--- src/rtl/pc_sequencer.sv ---
// pc_sequencer
// Owns the architectural fetch PC and chooses its next value every cycle.
// The sources, from highest priority to lowest, are: trap vector, jump
// target, branch target, sequential step. Holding keeps the current value.
// A stall or an instruction memory that is not ready freezes the PC. A
// redirect raises a flush pulse and then suppresses fetch for a
// programmable number of bubble cycles.
//
// Ports:
//   clock          rising-edge system clock
//   resetn         asynchronous active-low reset
//   stall          pipeline hazard stall, holds the PC
//   imem_ready     instruction memory accepts a fetch this cycle
//   branch_taken   conditional branch resolved taken
//   branch_target  branch destination
//   jump_valid     unconditional jump request
//   jump_target    jump destination
//   exception      synchronous trap request (always vectors to TRAP_PC)
//   pc             current fetch address (registered)
//   next_pc        value pc takes at the next edge (combinational)
//   fetch_valid    pc is a valid fetch request this cycle
//   flush          one-cycle pulse after a redirect is taken
//   misaligned     one-cycle pulse with flush when the target was misaligned
module pc_sequencer #(
    parameter logic [31:0] RESET_PC         = 32'd100,
    parameter logic [31:0] PC_STEP          = 32'd4,
    parameter logic [31:0] TRAP_PC          = 32'd8,
    parameter int          REDIRECT_BUBBLES = 1
) (
    input  logic        clock,
    input  logic        resetn,
    input  logic        stall,
    input  logic        imem_ready,
    input  logic        branch_taken,
    input  logic [31:0] branch_target,
    input  logic        jump_valid,
    input  logic [31:0] jump_target,
    input  logic        exception,
    output logic [31:0] pc,
    output logic [31:0] next_pc,
    output logic        fetch_valid,
    output logic        flush,
    output logic        misaligned
);

    typedef enum logic [1:0] {
        BOOT,
        RUN,
        HOLD,
        REDIRECT
    } state_t;

    // The counter holds the number of bubble cycles still to come after the
    // current one, so a single bubble reloads it to zero.
    localparam logic [1:0] BUBBLE_RELOAD = 2'(REDIRECT_BUBBLES - 1);

    state_t      state;
    logic [1:0]  bubble_cnt;

    logic        redirect_req;
    logic        hold_req;
    logic        advance;
    logic [31:0] raw_target;
    logic        target_misaligned;
    logic [31:0] redirect_pc;

    // Select the redirect target by priority. A misaligned jump or branch
    // target becomes the trap vector. Redirects are not accepted in BOOT.
    always_comb begin
        raw_target        = branch_target;
        target_misaligned = 1'b0;
        if (exception) begin
            raw_target = TRAP_PC;
        end else if (jump_valid) begin
            raw_target        = jump_target;
            target_misaligned = (jump_target[1:0] != 2'b00);
        end else begin
            raw_target        = branch_target;
            target_misaligned = (branch_target[1:0] != 2'b00);
        end
        redirect_pc  = target_misaligned ? TRAP_PC : raw_target;
        redirect_req = (state != BOOT) && (exception || jump_valid || branch_taken);
        hold_req     = stall || !imem_ready;
        advance      = fetch_valid && !hold_req;
    end

    // next_pc is the single source of the PC update. The register below
    // loads it every cycle, so next_pc always matches the value pc takes
    // at the next edge.
    always_comb begin
        next_pc = pc;
        if (redirect_req) begin
            next_pc = redirect_pc;
        end else if (advance) begin
            next_pc = pc + PC_STEP;
        end
    end

    // State machine with registered outputs. A redirect overrides stall,
    // imem_ready and any pending bubble countdown. This includes a redirect
    // that arrives while bubbles are already in progress.
    always_ff @(posedge clock or negedge resetn) begin
        if (!resetn) begin
            state       <= BOOT;
            pc          <= RESET_PC;
            fetch_valid <= 1'b0;
            flush       <= 1'b0;
            misaligned  <= 1'b0;
            bubble_cnt  <= 2'd0;
        end else begin
            pc         <= next_pc;
            flush      <= 1'b0;
            misaligned <= 1'b0;
            if (state == BOOT) begin
                state       <= RUN;
                fetch_valid <= 1'b1;
            end else if (redirect_req) begin
                state       <= REDIRECT;
                fetch_valid <= 1'b0;
                flush       <= 1'b1;
                misaligned  <= target_misaligned;
                bubble_cnt  <= BUBBLE_RELOAD;
            end else if (state == REDIRECT) begin
                if (bubble_cnt == 2'd0) begin
                    state       <= hold_req ? HOLD : RUN;
                    fetch_valid <= 1'b1;
                end else begin
                    bubble_cnt <= bubble_cnt - 2'd1;
                end
            end else begin
                state       <= hold_req ? HOLD : RUN;
                fetch_valid <= 1'b1;
            end
        end
    end

endmodule

--- config.mk ---
export PLATFORM = sky130hd
export DESIGN_NAME = pc_sequencer
export DESIGN_NICKNAME = d
export VERILOG_FILES = /design/src/rtl/pc_sequencer.sv
export SDC_FILE = /design/constraint.sdc
export NUM_CORES = 1
export LEC_CHECK = 0
export ABC_AREA = 1
export BUFFER_PORTS_ARGS = -buffer_cell sky130_fd_sc_hd__buf_4
export CORE_MARGIN = 3
export CORE_UTILIZATION = 45
export CTS_CLUSTER_DIAMETER = 200
export CTS_CLUSTER_SIZE = 28
export DETAILED_ROUTE_END_ITERATION = 8
export PLACE_DENSITY = 0.79
export SYNTH_ARGS = -nofsm -noshare
export SYNTH_HDL_FRONTEND = slang
export SYNTH_SLANG_ARGS = --single-unit
--- constraint.sdc ---
create_clock -name clock -period 2.6 [get_ports clock]
set_input_delay 0.52 -clock clock [delete_from_list [all_inputs] [get_ports clock]]
set_output_delay 0.52 -clock clock [all_outputs]
set_load 0.02 [all_outputs]
==> results of run 1 <==
[power by group]
group          switching (mW)  leakage, nW  internal (mW)
Combinational           0.172         1.45          0.171
Clock                   0.245       0.0644          0.383
Sequential             0.0306        0.507          0.630
[repair_timing]
item                       4_1_cts  5_1_grt
setup endpoints to repair        8       21
setup buffers                    0        6
resized for setup                8       39
hold buffers                     0        0
pin swaps                        1        9
hold endpoints to repair         0        0
[per-layer routing]
layer / global-route usage / wire length, µm / share of wire / vias to the layer above
met2: 0.416 / 4410 / 0.49 / 111
met3: 0.0553 / 559 / 0.062 / 13
li1: - / - / - / 1543
met4: 0.0599 / 123 / 0.014 / 0
met1: 0.313 / 3850 / 0.43 / 1453
met5: 0 / 0 / 0 / -
[final timing paths]
check | cells past startpoint | slack, ps | to
worst max-delay path | 10 | 40 | next_pc[24]
worst max register to register | 8 | 890 | pc[16]
max in group asynchronous | 1 | 2050 | pc[5]
worst min-delay path | 1 | 180 | bubble_cnt[1]
worst min register to register | 1 | 510 | bubble_cnt[0]
min in group clock | 2 | 410 | misaligned
[per-stage QoR]
stage	utilization	TNS (ps)	instance area [µm²]	total power [mW]
3_3_place_gp	0.674	0	3850	0.996
3_5_place_dp	0.674	0	3850	1.00
2_1_floorplan	-	0	2750	0.817
5_1_grt	0.736	-878	4200	1.69
6_report	0.736	0	4200	1.63
4_1_cts	0.703	-12.5	4010	1.62
[layout make-up]
cell class,instances,area [µm²]
multi-input combinational,280,1650
timing repair buffer,149,1160
sequential,39,980
tap,72,90.1
clock inverter,3,67.6
clock buffer,5,68.8
fill,464,1510
inverter,49,184
[flip-flops by register name, indices dropped and copies added, names as in the netlist]
register,count
pc,32
bubble_cnt,2
state,2
fetch_valid,1
flush,1
misaligned,1
[cell families after synthesis]
logic type | share of synthesized area
buffers and inverters | 0.0939
AOI/OAI and AO/OA | 0.113
xor gates and xnor gates | 0.00319
adders and majority gates | 0.00911
and+or+nand+nor | 0.366
DFF | 0.357
muxes | 0.0583
[Yosys cell counts, drive strengths merged, types with 2 or more instances]
| cell type | count |
|---|---|
| buf | 8 |
| o21ai | 23 |
| mux2i | 16 |
| clkbuf | 2 |
| nand3 | 39 |
| nand2 | 87 |
| nand4 | 12 |
| o22ai | 9 |
| a21oi | 4 |
| or2 | 15 |
| dfstp | 3 |
| dfrtp | 36 |
| o211ai | 12 |
| ha | 2 |
| nor3 | 6 |
| nor2 | 49 |
| inv | 49 |
| o21bai | 3 |
==> summary by stage, run 1 <==
Synthesis
Summing every instance area after synthesis gives ~0.0027 mm². The number of nets in the synthesized netlist is between 400 and 500. Yosys mapped the design onto 32 distinct sky130hd cell types. The post-synthesis register bit count is 39.

The top cell type's share of synthesized area is 0.328. The gate count after technology mapping is approximately 380. The number of enable flip-flop cells after synthesis is 0. Sorting the synthesized cells by area gives the leading types as dfrtp_1 (33%), nand2_1 (12%), inv_1 (6.4%). The post-synthesis area per instance is ~7.3 µm². The number of warnings printed during yosys synthesis is 0.

The largest area contributor in the netlist is dfrtp_1. The commonest register cell after synthesis is dfrtp_1. The sequential element share of the synthesized area is 0.357. The proportion of synthesized flip-flops having asynchronous set or reset is 1.00.

Route
The initial DRC count is around 190. The routed via count is around 3,100. The detail-routed via count per cell is 5.23.

The number of detailed-route iterations in the first pass is 4. The final routed wirelength across all metal layers is about 8900 µm. The remaining antenna violation count after routing is 0.

The routed length per instance is 15.0 µm. In the routed design, unresolved DRC markers number 0.

Place
The number of port buffers is between 100 and 150. The worst-case setup slack after placement is about 150 ps. The routability congestion estimate is about 0.9.

Once detailed placement completed, the half-perimeter wirelength came to roughly 7000 µm. The post-placement cell count is between 500 and 600.

Setup path
The worst setup path is launched from a flip-flop. In this run the worst setup path begins at pc[2]. The maximum net fanout on the critical path is 5. The kind of cell adding the most delay to the critical path is simple AND/OR/NAND/NOR gates. The cell with the biggest individual delay on the critical path is dfstp_2. The worst path buffer plus inverter count is 1. The critical path required time is 2080 ps. The worst setup path is captured at a primary output.

The critical register-to-register path startpoint is pc[2]. The delay contributed by the slowest stage of the critical path is 600 ps. Walking the worst path, the cells encountered are ha_4 > nand3_4 > nor2_4 > nand3_4 > nor2_4 > nand2_1 > nand2_1 > nand3_2 > nand2_2 > buf_6. The type of the worst setup path is flip-flop to primary output.

The data arrival time of the critical path is roughly 2000 ps.

STA
The final setup skew is around 7.4 ps. The count of final max-slew check failures is 0. After layout, the minimum clock period comes to 2560 ps. Once routing completed, OpenROAD measured the worst setup slack at approximately 37 ps.

Setup violations remaining at the end of the flow were counted as 0. The worst max-slew margin expressed relative to the limit is 0.658. Setup repair after global routing could not meet its margin everywhere. The highest attainable clock frequency is 390 MHz. The slew at the pin closest to its max-slew limit is about 510 ps.

The final worst hold slack is approximately 180 ps. The number of hold violations in the final report is 0. In the finished design, the share of the clock period the worst path needs comes to 0.986.

CTS
The TritonCTS clock tree is built. Clock latency on the worst-skew pair, taken at its later pin, is around 300 ps. In this run the number of H-tree levels came out at 2.

The deepest clock path buffer count is 2. The clock net in this run drives a total of 39 sinks. The clock root buffer is clkbuf_8. The number of clock buffers added by TritonCTS is 5. After clock tree synthesis, the clock-pin slew on the worst setup and hold paths is about 90 ps.

Global routing
The initial antenna violation count is 0. In the global route stage, overall resource usage came out at 0.244. The total overflow left after global routing is 0.

Entering global routing, the biggest net connects 40 pins. The number of global-route vias before repair was slightly above 3,000. The first global-routing pass estimated between 10,000 and 15,000 µm of wire.

Cells and area
The count of nets after finishing is just under 600. After the flow finishes, the layout carries non-filler instances totaling about 600. The fraction of final layout cells sized beyond drive strength 1 is 0.408. Leaving out fill and tap cells, the most frequent cells in the layout are buf_4 (141), nand2_1 (80), inv_1 (46), dfrtp_1 (36), nor2_1 (33). Leaving out fill and tap cells, the most frequent cell in the layout is buf_4. The repair_antennas step left the layout with diodes totalling 0.

The area added between synthesis and finish is 53.0%.

Pwr
In this run the power density over the cells is 388 mW/mm². The leakage power is a little over 2 nW. The largest voltage drop on the vdd net is around 0.24 mV.

Floorplanning
The die covers 0.00707 mm². The die outline width is roughly 84 µm. The standard-cell row count is 27. The initial utilization of the core area, before any placement, comes to 0.481. The count of pins on the block boundary is between 100 and 150. The floorplan step set the die height to roughly 84 µm. The area inside the core boundary is around 0.0057 mm².

Status
The run finished with clean final reports.

Flow run
Across the run, the number of max-cap violations was 0.

Worst hold path
The path type of the worst min-delay path is input port to async pin.
Note: power is estimated with default switching activity, not from simulation.
==> inputs of run 2 (changes only) <==
- CORE_UTILIZATION: 45 -> 46
- CTS_CLUSTER_DIAMETER: 200 -> unset
- PLACE_DENSITY: 0.79 -> 0.81
==> summary by stage, run 2 (synthesis gave the netlist of run 1 again) <==
Cells and area
The largest registers in the layout are pc (32), bubble_cnt (2), state (2). The finished layout cell area came to 0.00421 mm² (+0.24%). The count of nets after finishing came to 602 (+0.84%).

The flip-flop count of the largest register, all copies and words added is 32 (unchanged). The number of fillers in the final layout came to 445 (-4.1%). The library cell used most frequently in the layout, excluding fill and tap cells, is buf_4. The antenna diode count is 0 (unchanged). The total area of multi-input combinational cells was 0.00166 mm² (+0.68%). The top cell types in the final layout, fill and taps aside, are buf_4 (149), nand2_1 (80), inv_1 (46), dfrtp_1 (36), nor2_1 (33). The post-route core utilization is 0.746 (+0.0106). The sequential cell area in the final layout came to 980 µm² (unchanged). The count of placed standard cells in the final layout, fillers left out was 602 (+0.84%). The register with the most flip-flops is pc. The fraction of final layout cells sized beyond drive strength 1 was 0.411 (+0.00370). The area added between synthesis and finish is 53.4%.

STA
The total negative slack is 0 ps (unchanged). The final worst hold slack was 181 ps (-0.511 ps). The slew at the pin closest to its max-slew limit is 496 ps (-17.0 ps).

The shortest clock period the worst path allows after layout is 2570 ps (+5.94 ps). The final setup skew is 6.33 ps (-1.05 ps). The number of setup violations in the final report is 0 (unchanged). The worst max-slew margin expressed relative to the limit was 0.669 (+0.0114). The number of hold violations in the final report is 0 (unchanged). The highest attainable clock frequency is 389 MHz (-0.23%).

The count of final max-slew check failures is 0 (unchanged). Setup repair after global routing could not meet its margin everywhere. The final clock period utilization by the worst path is 0.988 (+0.00228).

Worst hold path
The worst hold path belongs to the class input port to async pin.

Global routing
The initial antenna violation count is 0 (unchanged). The remaining global-route overflow came to 0 (unchanged). The total track usage is 0.260 (+0.0159). The global-route wire length before repair was 15,100 µm (+5.6%). The number of global-route vias before repair is 3,193 (+5.8%). The largest net degree at the start of global routing came to 40 (unchanged).

Route
The detail-routed via count per cell is 5.34 (+2.3%). The total met2 wirelength after detailed routing was 4440 µm (+0.70%). The number of remaining DRC errors is 0 (unchanged). The number of detailed-route iterations in the first pass is 5 (+1).

The routed via count is 3,217 (+3.1%). The final routed wirelength across all metal layers was 9130 µm (+2.1%). The met1 layer wirelength in the final routing is 3730 µm (-3.1%).

The routed length per instance is 15.2 µm (+1.2%). The met3 routed wirelength came to 764 µm (+37%). The remaining antenna violation count after routing was 0 (unchanged). The initial DRC count is 134 (-28%).

After detailed routing, no signal wire sits above met4.

Setup path
By startpoint and endpoint, the worst setup path is classified as flip-flop to primary output. The delay contributed by the slowest stage of the critical path is 590 ps (about the same). The maximum net fanout on the critical path is 4 (-1). The worst setup path is launched from a flip-flop. The critical path required time is 2080 ps (about the same). The kind of cell adding the most delay to the critical path is flip-flops. The slack of the worst reg-to-reg path came to 780 ps (-110 ps). Counting stages on the worst path, the most repeated cell is buf_4.

The signal on the critical path passes through ha_4 > nand3_4 > nor2_4 > buf_6 > buf_4 > nand2_1 > o21ai_0 > o22ai_1 > buf_4. The worst path buffer plus inverter count is 3 (+2). The data arrival time of the critical path is 2050 ps (about the same).

The kind of capture point of the worst setup path is a primary output. The slowest stage of the critical path belongs to the cell dfstp_2.

Pwr
The total power density per cell area is 367 mW/mm² (-5.4%). The leakage power is 2.07 nW (+2.3%). The largest voltage drop on the vdd net came to 0.239 mV (-0.72%).

CTS
TritonCTS built the clock tree. The clock edge transition at the registers on the reported setup and hold paths is 80 ps (about the same). The H-tree depth is 2 (unchanged). The deepest clock path buffer count was 2 (unchanged).

The clock sink total was 39 (unchanged). The insertion delay of the later-clocked pin in the worst-skew pair was 300 ps (about the same). The number of buffers added to fix hold violations after cts is 0 (unchanged).

The clock root buffer is clkbuf_8. The clock buffer count from CTS is 5 (unchanged).

Floorplanning
The initial standard-cell utilization of the core is 0.487 (+0.00576). The die outline width came to 83.3 µm (-1.0%). The die area is 0.00693 mm² (-2.0%). The standard-cell row count is 27 (unchanged). The y dimension of the die came to 83.3 µm (-1.0%).

The count of pins on the block boundary was 138 (unchanged). The area inside the core boundary is 0.00564 mm² (-1.2%).

Flow run
The number of max-capacitance violations reported is 0 (unchanged).

Place
The number of port buffers came to 137 (unchanged). The post-placement cell count is 583 (unchanged). The placed standard-cell area was 0.00383 mm² (-0.33%). The placed wire-length estimate came to 7020 µm (+0.31%). The routability congestion estimate is 0.851 (-3.3%).

Status
The flow ran to the end, and the final reports show no timing, DRC or antenna violations.
==> run 2: final timing paths <==
check                                endpoint  cells past startpoint           from
worst max-delay path               next_pc[8]                      9          pc[2]
worst min-delay path               misaligned                      1         resetn
worst max register to register         pc[16]                      9          pc[2]
worst min register to register  bubble_cnt[0]                      1  bubble_cnt[0]
max in group asynchronous               pc[5]                      1         resetn
min in group clock                 misaligned                      2      exception
==> run 2: layout make-up <==
class | instances | share of cell area
Tap cell | 72 | 0.0214
Clock buffer | 6 | 0.0196
Timing Repair Buffer | 154 | 0.279
Inverter | 49 | 0.0437
Sequential cell | 39 | 0.233
Multi-Input combinational cell | 280 | 0.395
Clock inverter | 2 | 0.00832
==> run 2: layer usage <==
| metal | GRT usage | up-vias |
|---|---|---|
| met4 | 0.0832 | 0 |
| met2 | 0.427 | 141 |
| met3 | 0.0516 | 15 |
| met1 | 0.343 | 1499 |
| met5 | 0 | - |
| li1 | - | 1562 |
==> run 2: where the power goes <==
group          switching [mW]  leakage (nW)  internal [mW]
Sequential             0.0302         0.507          0.630
Clock                   0.231        0.0612          0.311
Combinational           0.174          1.50          0.170
Total                   0.435          2.07           1.11
==> run 2: metrics by stage <==
stage | total power, mW | setup slack (ps)
after global routing | 1.61 | -76.2
after floorplan | 0.817 | 312
final | 1.55 | 30.9
after global placement | 0.994 | 119
after detailed placement | 1.00 | 125
after CTS | 1.53 | 9.27
==> run 2: what timing repair did <==
item / 4_1_cts / 5_1_grt
pin swaps: 2 / 9
hold endpoints to repair: 0 / 0
resized for setup: 9 / 39
endpoints found under the setup margin: 8 / 21
setup buffers: 1 / 10
